===== src/rtl/xor_link_pkg.sv =====
// Shared definitions for the XOR cipher link: default sizes, FSM encoding, count width helper.
package xor_link_pkg;
  localparam int KEY_SIZE_DEF  = 32;
  localparam int MSG_SIZE_DEF  = 512;
  localparam int WORD_SIZE_DEF = 8;

  typedef enum logic {ST_IDLE = 1'b0, ST_RECV = 1'b1} state_t;

  function automatic int cnt_w(input int n);
    return $clog2(n) + 1;
  endfunction
endpackage


===== src/rtl/xor_key_rotator.sv =====
// Holds the decryption key and walks it MSB-first, wrapping every KEY_SIZE accepted bits.
module xor_key_rotator #(
  parameter int KEY_SIZE = 32
) (
  input  logic                iClk,
  input  logic                iRst,
  input  logic [KEY_SIZE-1:0] iKey,
  input  logic                iLoad,
  input  logic                iStart,
  input  logic                iAdv,
  output logic                oBit
);
  localparam int IW = $clog2(KEY_SIZE);
  localparam logic [IW-1:0] LAST = IW'(KEY_SIZE - 1);

  logic [KEY_SIZE-1:0] r_key;
  logic [IW-1:0]       r_idx;
  logic [IW-1:0]       w_idx;

  // A start bit always uses key index 0, regardless of where the last frame stopped.
  assign w_idx = iStart ? '0 : r_idx;
  assign oBit  = r_key[LAST - w_idx];

  always_ff @(posedge iClk or posedge iRst) begin
    if (iRst) begin
      r_key <= '0;
      r_idx <= '0;
    end else begin
      if (iLoad) r_key <= iKey;
      if (iAdv)  r_idx <= (w_idx == LAST) ? '0 : w_idx + 1'b1;
    end
  end
endmodule


===== src/rtl/xor_stream_rx.sv =====
// Cipher link receiver: framed serial ciphertext -> XOR decrypt -> plaintext words (valid/ready).
// Optional XOR_STREAM_RX_BYPASS_EN adds iBypass to pass a whole frame un-XORed.
module xor_stream_rx
  import xor_link_pkg::*;
#(
  parameter int KEY_SIZE  = KEY_SIZE_DEF,
  parameter int MSG_SIZE  = MSG_SIZE_DEF,
  parameter int WORD_SIZE = WORD_SIZE_DEF
) (
  input  logic                          iClk,
  input  logic                          iRst,
  input  logic [KEY_SIZE-1:0]           iKey,
  input  logic                          iKey_load,
  input  logic                          iSerial_in,
  input  logic                          iSerial_start,
  input  logic                          iSerial_end,
`ifdef XOR_STREAM_RX_BYPASS_EN
  input  logic                          iBypass,
`endif
  output logic [WORD_SIZE-1:0]          oPlain,
  output logic                          oPlain_valid,
  input  logic                          iPlain_ready,
  output logic                          oFrame_done,
  output logic                          oFrame_err,
  output logic [cnt_w(MSG_SIZE)-1:0]    oBit_count
);
  localparam int CW  = cnt_w(MSG_SIZE);
  localparam int WPW = $clog2(WORD_SIZE);

  state_t               r_state, w_state_nxt;
  logic [CW-1:0]        r_cnt, w_cnt_cur, w_cnt_nxt;
  logic [WPW-1:0]       r_wpos, w_wpos_cur;
  logic [WORD_SIZE-2:0] r_shift;
  logic [WORD_SIZE-1:0] r_plain, w_word;
  logic                 r_valid, r_done, r_err;
  logic                 w_acc, w_ovl, w_take, w_end, w_len_ok, w_len_err, w_done;
  logic                 w_wlast, w_wdone, w_free, w_overrun, w_abort, w_err_set;
  logic                 w_key_bit, w_byp, w_bit;

`ifdef XOR_STREAM_RX_BYPASS_EN
  logic r_bypass;
  assign w_byp = iSerial_start ? iBypass : r_bypass;
  always_ff @(posedge iClk or posedge iRst) begin
    if (iRst)               r_bypass <= 1'b0;
    else if (iSerial_start) r_bypass <= iBypass;
  end
`else
  assign w_byp = 1'b0;
`endif

  xor_key_rotator #(.KEY_SIZE(KEY_SIZE)) u_key (
    .iClk   (iClk),
    .iRst   (iRst),
    .iKey   (iKey),
    .iLoad  (iKey_load && (r_state == ST_IDLE)),
    .iStart (iSerial_start),
    .iAdv   (w_take),
    .oBit   (w_key_bit)
  );

  // A start bit restarts counting at bit 0 even when it aborts a frame in progress.
  assign w_acc      = (r_state == ST_RECV) || iSerial_start;
  assign w_ovl      = (r_state == ST_RECV) && !iSerial_start && (r_cnt == CW'(MSG_SIZE));
  assign w_take     = w_acc && !w_ovl;
  assign w_cnt_cur  = iSerial_start ? '0 : r_cnt;
  assign w_cnt_nxt  = w_cnt_cur + 1'b1;
  assign w_len_ok   = (w_cnt_nxt == CW'(MSG_SIZE));
  assign w_end      = w_take && iSerial_end;
  assign w_len_err  = w_end && !w_len_ok;
  assign w_done     = w_end && w_len_ok;

  assign w_bit      = iSerial_in ^ (w_key_bit & ~w_byp);
  assign w_wpos_cur = iSerial_start ? '0 : r_wpos;
  assign w_wlast    = (w_wpos_cur == WPW'(WORD_SIZE - 1));
  assign w_wdone    = w_take && w_wlast;
  assign w_word     = {r_shift, w_bit};

  // Single-word buffer: a slot frees on the same edge the held word is taken.
  assign w_free     = !r_valid || iPlain_ready;
  assign w_overrun  = w_wdone && !w_free;
  assign w_abort    = iSerial_start && (r_state == ST_RECV);
  assign w_err_set  = w_abort || w_len_err || w_ovl || w_overrun;

  always_comb begin
    w_state_nxt = r_state;
    if (w_acc) w_state_nxt = (iSerial_end || w_ovl) ? ST_IDLE : ST_RECV;
  end

  always_ff @(posedge iClk or posedge iRst) begin
    if (iRst) begin
      r_state <= ST_IDLE;
      r_cnt   <= '0;
      r_wpos  <= '0;
      r_shift <= '0;
      r_plain <= '0;
      r_valid <= 1'b0;
      r_done  <= 1'b0;
      r_err   <= 1'b0;
    end else begin
      r_state <= w_state_nxt;
      r_done  <= w_done;
      if (w_take) begin
        r_cnt   <= w_cnt_nxt;
        r_wpos  <= w_wlast ? '0 : w_wpos_cur + 1'b1;
        r_shift <= w_word[WORD_SIZE-2:0];
      end
      if (w_wdone && w_free) begin
        r_plain <= w_word;
        r_valid <= 1'b1;
      end else if (r_valid && iPlain_ready) begin
        r_valid <= 1'b0;
      end
      if (w_err_set)          r_err <= 1'b1;
      else if (iSerial_start) r_err <= 1'b0;
    end
  end

  assign oPlain       = r_plain;
  assign oPlain_valid = r_valid;
  assign oFrame_done  = r_done;
  assign oFrame_err   = r_err;
  assign oBit_count   = r_cnt;
endmodule


===== config.mk =====
export PLATFORM = sky130hd
export DESIGN_NAME = xor_stream_rx
export DESIGN_NICKNAME = d
export VERILOG_FILES = /design/src/rtl/xor_link_pkg.sv /design/src/rtl/xor_key_rotator.sv /design/src/rtl/xor_stream_rx.sv
export SDC_FILE = /design/constraint.sdc
export NUM_CORES = 1
export LEC_CHECK = 0
export BUFFER_PORTS_ARGS = -buffer_cell sky130_fd_sc_hd__buf_4
export CAP_MARGIN = 30
export CORE_ASPECT_RATIO = 1.5
export CORE_UTILIZATION = 50
export DETAILED_ROUTE_END_ITERATION = 12
export PLACE_DENSITY = 0.75
export SETUP_SLACK_MARGIN = 0.3
export SYNTH_ARGS = -nofsm -noshare
export SYNTH_HDL_FRONTEND = slang
export SYNTH_HIERARCHICAL = 1
export SYNTH_SLANG_ARGS = --single-unit

===== constraint.sdc =====
create_clock -name iClk -period 1.86 [get_ports iClk]
set_input_delay 0.279 -clock iClk [delete_from_list [all_inputs] [get_ports iClk]]
set_output_delay 0.279 -clock iClk [all_outputs]
set_load 0.01 [all_outputs]

==> results.md, run 1 <==
- Setup CP Type: flop to flop
- Distinct cells, synth: 60
- Worst EP arrival: 2.25 ns
- Reg clk slew, reported paths: 0.07 ns
- Global route total overflow: 0
- CP Launch Type: flop
- Design Power: 4.349 mW
- Finished layout cell area: 4644 um2
- Slew @ Worst Pin: 0.4745 ns
- Period Utilization, post-route: 1.086
- Ant. Diodes: 0
- Hold Fails Final Rpt: 0
- R2R Path Start: u_key/r_idx[0]
- R2R cell count: 8
- Simple-gate share of the synthesized area: 0.1056
- Register bit total from synthesis: 69
- Worst Path Required: 2.09 ns
- Worst Setup EP: oPlain[0]
- R2R Path End: oPlain[0]
- F_max: 495.1 MHz
- Vias in the first global route: 2649
- TritonRoute pass-1 iters: 4
- Xor and xnor area share after synthesis: 0.02319
- Post-synth EDFFs: 0
- Layout Skew: 0.01240 ns
- Initial antenna violation count: 0
- First-pass GRT wire length: 12510 um
- Net Switching: 1.200 mW
- CTS tree: yes
- Io pins: 60
- Setup crit end kind: flop
- Post-synthesis average cell area: 12.83 um2
- Detailed Route Iter0 Violations: 112
- Final number of setup-violating endpoints: 3
- Hold slack: 0.02097 ns
- RSZ-0062 raised after global routing: yes
- Sequential cell area fraction in the yosys report: 0.5079
- Failing checks: negative setup slack
- Sequential power share: 0.454
- Synthesis Warnings: 6
- Chip height: 103.0 um
- Placed cell area: 4173 um2
- Avg Vias per Cell: 5.620
- Post-route insts no fill: 445
- Critical Path Fanout Max: 6
- Synth Cell Area: 3400 um2
- CTS root buf: clkbuf_8
- Area grow syn2layout: 36.62%
- CP startpoint: u_key/r_idx[0]
- Max_cap viols: 0
- Remaining routing DRC violations: 0
- CTS Buf Count: 9
- Synth area leaders: dfrtp_1 51%, mux2_2 13%, mux2_4 4.0%
- Post-DR wirelength/cell: 17.22 um
- Status: finished with violations
- Post-synth top flop: dfrtp_1
- Leakage: 2.135 nW
- DRT antenna net count: 0
- Hold Crit Class: input port to async pin
- Routability cong.: 0.8480
- Reg2Reg Setup Slack: -0.16 ns
- VDD IR max: 0.0006327 V
- Max-slew violations: 0
- Final critical-path required period: 2.020 ns
- Synth top cells by count: 69 x dfrtp_1, 40 x mux2_2, 14 x nor2_1
- Cts hold-fix bufs: 0
- Fillers: 457
- Sw Ratio: 0.2759
- Layout cells sized above 1: 0.5881
- Pint: 3.149 mW
- Core Box Area: 6531 um2
- Port bufs: 59
- Slew HR: 0.6837
- Mapped Nets: 308
- Worst-skew pair later-pin latency: 0.35 ns
- Post-Synth Adder-Cell Area: 0.01472
- DP Cell Count: 419
- Largest net degree at the start of global routing: 38
- Pwr Density: 936.3 nW/um2
- Total Nets Final: 408
- Synth area leader: dfrtp_1
- Final worst slack: -0.1596 ns
- Mapped Cells: 265
- Gate power share: 0.264
- Largest family of logic cells by synthesized area: multiplexers
- DP HPWL: 5153 um
- Routed wire length: 7661 um
- FP Rows: 36
- Overall routing resource usage: 0.2296
- Die Width: 69.33 um
- Post-synth ARST share: 1.000
- Synth top area share: 0.5079
- Die area: 7140 um2
- Synth Area in Compound Gates: 0.08980
- Count leader, synth: dfrtp_1
- Post-synthesis mux area share: 0.2072
- Clk network pwr share: 0.282
- Clock buffer depth: 2
- Final core utilization: 0.7111
- H-tree Lvls: 3
- Via Count: 2501
- Starting Density: 0.5205
- TritonCTS Sinks: 69
cells in the final DEF (no fill, tap or decap), types with 2 or more instances in the layout:
master / count
a2111oi_4: 3
a21oi_1: 4
a22o_1: 3
a311oi_2: 2
a31oi_1: 2
and3_1: 2
buf_12: 4
buf_4: 92
buf_6: 8
clkbuf_8: 11
clkinvlp_4: 2
dfrtp_1: 61
dfrtp_2: 8
ha_4: 2
inv_1: 10
inv_2: 2
mux2_1: 2
mux2_2: 33
mux2_4: 16
mux2i_1: 7
nand2_1: 7
nand3_1: 3
nand4_1: 3
nor2_1: 11
nor2_2: 2
nor2b_1: 4
nor2b_2: 3
nor3_1: 2
nor4_4: 3
o21ai_0: 4
o21ai_1: 2
o31ai_2: 2
or2b_2: 2
or3_1: 2
xnor2_1: 5
xor2_1: 4
cell type report:
| class | count | area, um2 | area share |
|---|---|---|---|
| Sequential cell | 69 | 1737 | 0.3739 |
| Multi-Input combinational cell | 168 | 1700 | 0.3661 |
| Timing Repair Buffer | 104 | 860.8 | 0.1853 |
| Clock buffer | 12 | 155.1 | 0.03341 |
| Tap cell | 76 | 95.09 | 0.02047 |
| Inverter | 13 | 51.30 | 0.01105 |
| Clock inverter | 3 | 45.04 | 0.009698 |
logic make-up (layout without fill, tap and decap cells):
family          after synthesis  after routing
compound gates               37             37
xor+xnor                      9              9
fa+ha+maj                     4              4
buf+inv                      28            132
flops                        69             69
mux                          59             59
simple gates                 59             59
power by group through the flow:
stage | Combinational (mW) | Sequential [mW] | Clock (mW)
detailed placement | 0.979 | 1.99 | 0
finish | 1.15 | 1.97 | 1.23
floorplan | 0.679 | 1.94 | 0
global placement | 0.940 | 1.98 | 0
global route | 1.24 | 2.01 | 1.32
CTS | 1.12 | 1.97 | 1.25
worst max-delay path: stages (launching register included):
cell and delay, ns:
dfrtp_2 0.46, buf_6 0.16, nor2b_2 0.16, a2111oi_4 0.07
a311oi_1 0.23, o21ai_1 0.14, a31oi_1 0.27, xor2_1 0.13
mux2_4 0.28
per-layer routing:
metal,vias up,routed length [um],track usage
li1,1149,-,-
met1,1266,2951,0.2484
met2,64,4211,0.4100
met3,22,227,0.04497
met4,0,271,0.1523
met5,-,0,0
state kept, by name, summed over array words and instances, names as in the netlist:
signal	count
u_key/r_key	32
oBit_count	10
oPlain	8
r_shift	7
u_key/r_idx	5
r_wpos	3
oFrame_done	1
oFrame_err	1
oPlain_valid	1
r_state	1
metrics by stage:
stage	TNS [ns]	setup slack, ns
6_report	-0.3522	-0.1596
5_1_grt	-0.7710	-0.2466
4_1_cts	-0.1829	-0.09891
3_5_place_dp	-0.8257	-0.2256
3_3_place_gp	-0.4316	-0.09840
2_1_floorplan	0	0.03486
timing repair:
| action | in CTS | in global routing |
|---|---|---|
| gates cloned | 0 | 0 |
| pin swaps | 13 | 4 |
| gates resized for setup | 32 | 18 |
| buffers inserted | 10 | 1 |
| setup endpoints to repair | 25 | 27 |
worst min-delay path by stage:
stage          slack (ns)        end  cells past startpoint
4_1_cts              0.03  oPlain[2]                      3
3_5_place_dp         0.41  oPlain[2]                      3
2_1_floorplan        0.35    r_state                      1
6_report             0.02  oPlain[2]                      3
3_3_place_gp         0.40  oPlain[3]                      3
5_1_grt              0.05  oPlain[2]                      3
(Power assumes the default switching activity.)
==> run 2: changes to the inputs <==
Settings changed: GPL_TIMING_DRIVEN set to 0.
==> run 2 against run 1 <==
Net effect:
- the run still ends with negative setup slack left
- count of clock-buffer cells in the layout shrank 2
- final cell count decreased by 1.1%
- sequential cell count unchanged
- maximum frequency is 0.43% lower
- non-clock buffer count is 6 lower
- sequential power is essentially flat
- global-route usage is 1.4 points lower
- register-to-register slack about the same
- setup slack got worse by 0.0087 ns
- power barely moved
- sequential share of layout area is 0.11 points lower
==> results.md, run 2 (synthesized netlist as in run 1, its figures left out) <==
- Chip height: 103.0 um
- Total Nets Final: 402
- Via Count: 2461
- Detailed Route Iter0 Violations: 156
- DP HPWL: 5130 um
- Initial antenna violation count: 0
- Reg clk slew, reported paths: 0.08 ns
- Core Box Area: 6531 um2
- Slew @ Worst Pin: 0.8229 ns
- DP Cell Count: 402
- Post-place setup slack: -0.2093 ns
- DRT antenna net count: 0
- Max-slew violations: 0
- VDD IR max: 0.0008808 V
- Commonest cells after routing, fill and taps aside: 73 x buf_4, 61 x dfrtp_1, 33 x mux2_2
- Layout Skew: 0.01037 ns
- Setup TNS: -0.3453 ns
- Die Width: 69.33 um
- Period Utilization, post-route: 1.091
- Status: finished with violations
- Finished layout cell area: 4658 um2
- Slew HR: 0.4508
- Setup CP Type: flop to flop
- Avg Vias per Cell: 5.593
- CTS root buf: clkbuf_8
- Remaining routing DRC violations: 0
- Most common cell after layout, fill and taps aside: buf_4
- CTS tree: yes
- CTS Buf Count: 9
- Final number of setup-violating endpoints: 3
- Leakage: 2.118 nW
- TritonRoute pass-1 iters: 4
- First-pass GRT wire length: 11940 um
- Post-route insts no fill: 440
- Routed wire length: 7584 um
- Critical Path Fanout Max: 5
- Die area: 7140 um2
- Max reg flops: 32
- Largest reg by FF count: u_key/r_key
- Io pins: 60
- F_max: 493.0 MHz
- Global route total overflow: 0
- Setup crit end kind: flop
- Pwr Density: 934.4 nW/um2
- TritonCTS Sinks: 69
- Failing checks: negative setup slack
- Worst Path Required: 2.09 ns
- Vias in the first global route: 2563
- Cts hold-fix bufs: 0
- Clock buffer depth: 2
- Max_cap viols: 0
- Post-DR wirelength/cell: 17.24 um
- Hold Fails Final Rpt: 0
- Layout cells sized above 1: 0.5879
- Overall routing resource usage: 0.2158
- Placed cell area: 4071 um2
- FP Rows: 36
- Starting Density: 0.5205
- Worst EP arrival: 2.25 ns
- Routability cong.: 0.8282
- Area grow syn2layout: 37.03%
- RSZ-0062 raised after global routing: yes
- Ant. Diodes: 0
- Largest net degree at the start of global routing: 20
- Final worst slack: -0.1683 ns
- Hold Crit Class: input port to async pin
- Worst-skew pair later-pin latency: 0.34 ns
- H-tree Lvls: 3
- CP Launch Type: flop
- Final critical-path required period: 2.028 ns
- Port bufs: 59
[run 2: report_power, final]
part           total (mW)  switching, mW  internal [mW]
logic                1.19          0.485          0.707
clock network        1.22          0.567          0.650
registers            1.94          0.181           1.76
[run 2: layer usage]
| layer | routed length [um] | track usage |
|---|---|---|
| met5 | 0 | 0 |
| met4 | 198 | 0.09576 |
| met3 | 337 | 0.06061 |
| met2 | 4124 | 0.3951 |
| met1 | 2923 | 0.2326 |
[run 2: per-stage QoR]
step / hold slack [ns] / total power [mW] / util
after floorplan: 0.3454 / 2.616 / -
after global placement: 0.4688 / 2.885 / 0.6149
after detailed placement: 0.4407 / 2.945 / 0.6234
after CTS: 0.06504 / 4.308 / 0.6877
after global routing: 0.09432 / 4.558 / 0.7132
final: 0.05089 / 4.352 / 0.7132
[run 2: final timing paths]
| check | from | end | slack, ns | depth (start not counted) |
|---|---|---|---|---|
| min | iRst | oBit_count[0] | 0.05 | 2 |
| max reg2reg | u_key/r_idx[0] | oPlain[0] | -0.17 | 8 |
| min reg2reg | u_key/r_idx[4] | u_key/r_idx[4] | 0.50 | 1 |
| min in group iClk | iSerial_end | r_state | 0.14 | 2 |
| max | u_key/r_idx[0] | oPlain[0] | -0.17 | 8 |
| max in group asynchronous | iRst | u_key/r_idx[2] | 1.18 | 2 |
[run 2: critical path, stage by stage, from the launching register on]
cell and delay [ns]:
dfrtp_1 0.41, buf_6 0.15, buf_6 0.11, a2111oi_4 0.29, a311oi_2 0.08, a221oi_2 0.33, a31oi_2 0.10, xor2_2 0.18
mux2_4 0.27
[run 2: layout make-up]
type                    count  area, um2
plain buffers              15      177.7
inverters                  13      51.30
clock buffers              10      137.6
multi-input cells         168       1697
fillers                   467       1873
flip-flops and latches     69       1737
clock inverters             6      62.56
well taps                  76      95.09
repair buffers             83      700.7
[run 2: repair_timing]
item / in CTS / in global routing
pin swaps: 13 / 10
gates cloned: 1 / 1
gates resized for setup: 32 / 33
endpoints found under the setup margin: 56 / 57
buffers inserted: 14 / 6
==> run 3: changes to the inputs <==
Settings changed: CORE_UTILIZATION 50 to 55, PLACE_DENSITY 0.75 to 0.79.
Clock period 1.86 ns to 1.9 ns, I/O delays scaled along.
==> run 3 against run 2 <==
Net effect:
- the run still ends with negative setup slack left
- core utilization is 7.9 points higher
- register-to-register slack better by 0.06 ns
- critical path depth is 2 lower
- final area is 0.13% lower
- setup slack better by 0.061 ns
- first-iteration DRC count is 9.0% lower
- sequential cell count stayed put
- sequential power hardly changed
- largest cell class unchanged
==> results.md, run 3 (synthesized netlist as in run 1, its figures left out) <==
- Status: finished with violations
- Failing checks: negative setup slack
- Port bufs: 59
- H-tree Lvls: 3
- Die area: 6506 um2
- Via Count: 2457
- CTS tree: yes
- Max_cap viols: 0
- Post-DR wirelength/cell: 17.75 um
- Worst-skew pair later-pin latency: 0.34 ns
- CP startpoint: u_key/r_idx[1]
- TritonRoute pass-1 iters: 4
- Max reg flops: 32
- Slowest stage delay, CP: 0.55 ns
- Routability cong.: 0.8304
- Worst Path Required: 2.12 ns
- Period Utilization, post-route: 1.056
- Final number of setup-violating endpoints: 2
- Setup crit end kind: flop
- Initial antenna violation count: 0
- Area grow syn2layout: 36.84%
- Layout cells sized above 1: 0.5565
- Largest net degree at the start of global routing: 23
- Final core utilization: 0.7924
- First-pass GRT wire length: 12250 um
- Family with the most delay on the worst path: multiplexers
- Post-place setup slack: -0.1243 ns
- Commonest cells after routing, fill and taps aside: 72 x buf_4, 61 x dfrtp_1, 31 x mux2_2
- CP Cell Sequence: buf_8 > mux4_2 > o211ai_1 > a31oi_1 > xor2_1 > mux2_4
- Gate power share: 0.267
- Max-slew violations: 0
- Hold Fails Final Rpt: 0
- Final critical-path required period: 2.007 ns
- Worst EP arrival: 2.23 ns
- Core Box Area: 5871 um2
- Pwr Density: 950.2 nW/um2
- R2R cell count: 6
- Critical Path Fanout Max: 5
- TritonCTS Sinks: 69
- Reg clk slew, reported paths: 0.08 ns
- Pint: 3.213 mW
- Global route total overflow: 0
- R2R Path End: oPlain[0]
- Overall routing resource usage: 0.2492
- Avg Vias per Cell: 5.648
- Net Switching: 1.208 mW
- Bufs and invs on worst path: 1
- Slew @ Worst Pin: 0.6718 ns
- CTS root buf: clkbuf_8
- Fillers: 357
- Clock buffer depth: 2
- FP Rows: 34
- Detailed Route Iter0 Violations: 142
- DRT antenna net count: 0
- Setup CP Type: flop to flop
- Sw Ratio: 0.2732
- Layout Skew: 0.01233 ns
- Slew HR: 0.5517
- Hold Crit Class: input port to flop
- Largest reg by FF count: u_key/r_key
- Leakage: 2.130 nW
- Io pins: 60
- Final worst slack: -0.1072 ns
- CTS Buf Count: 9
- RSZ-0062 raised after global routing: yes
- VDD IR max: 0.0008054 V
- Crit path max-delay cell type: mux4_2
- Reg2Reg Setup Slack: -0.11 ns
- Most common cell after layout, fill and taps aside: buf_4
- Sequential power share: 0.434
- Routed wire length: 7723 um
- Total Nets Final: 401
- Vias in the first global route: 2559
- Starting Density: 0.5791
- Chip height: 98.29 um
- Worst Setup EP: oPlain[0]
- Die Width: 66.19 um
- F_max: 498.2 MHz
- DP HPWL: 4882 um
- Ant. Diodes: 0
- CP Launch Type: flop
- Clk network pwr share: 0.299
- R2R Path Start: u_key/r_idx[1]
- Remaining routing DRC violations: 0
- Crit path depth: 6
[run 3: routing by layer]
layer | track usage | vias to the layer above | routed length, um
met5 | 0 | - | 0
met4 | 0.1146 | 0 | 229
met3 | 0.05374 | 21 | 286
met2 | 0.4419 | 78 | 4349
met1 | 0.2753 | 1217 | 2858
li1 | - | 1141 | -
[run 3: how the worst min path moves through the flow]
| stage | slack [ns] | start | depth (start not counted) | endpoint |
|---|---|---|---|---|
| 2_1_floorplan | 0.35 | iSerial_end | 1 | r_state |
| 3_3_place_gp | 0.47 | u_key/r_key[20] | 1 | u_key/r_key[20] |
| 3_5_place_dp | 0.35 | iRst | 2 | oPlain[2] |
| 4_1_cts | 0.11 | iSerial_end | 2 | r_state |
| 5_1_grt | 0.12 | iSerial_end | 2 | r_state |
| 6_report | 0.13 | iSerial_end | 2 | r_state |
[run 3: area by class of cell]
| class | instances | area (um2) | share of cell area |
|---|---|---|---|
| Tap cell | 72 | 90.09 | 0.01937 |
| Clock inverter | 6 | 86.33 | 0.01856 |
| Clock buffer | 10 | 137.6 | 0.02959 |
| Multi-Input combinational cell | 168 | 1662 | 0.3572 |
| Sequential cell | 69 | 1737 | 0.3733 |
| Timing Repair Buffer | 82 | 705.7 | 0.1517 |
| Inverter | 13 | 51.30 | 0.01103 |
| Buffer | 15 | 182.7 | 0.03927 |
[run 3: repair_timing]
action,4_1_cts,5_1_grt
pin swaps,10,5
setup buffers,9,10
endpoints found under the setup margin,55,56
gates cloned,0,1
gates resized for setup,29,26
hold buffers,1,0
endpoints found under the hold margin,10,0
[run 3: power groups by stage]
stage | combinational, mW | sequential (mW) | clock [mW]
floorplan | 0.664 | 1.90 | 0
finish | 1.18 | 1.92 | 1.32
global route | 1.26 | 1.95 | 1.41
CTS | 1.06 | 1.91 | 1.35
detailed placement | 0.954 | 1.93 | 0
global placement | 0.916 | 1.91 | 0
[run 3: metrics by stage]
step	instances	area (um2)	total power [mW]	TNS (ns)	hold WS, ns
2_1_floorplan	265	3477	2.560	0	0.3514
3_3_place_gp	396	4010	2.825	-1.065	0.4733
3_5_place_dp	398	4065	2.880	-1.270	0.3507
4_1_cts	424	4474	4.306	-0.04064	0.1080
5_1_grt	435	4652	4.612	-0.3028	0.1202
6_report	435	4652	4.420	-0.2067	0.1281
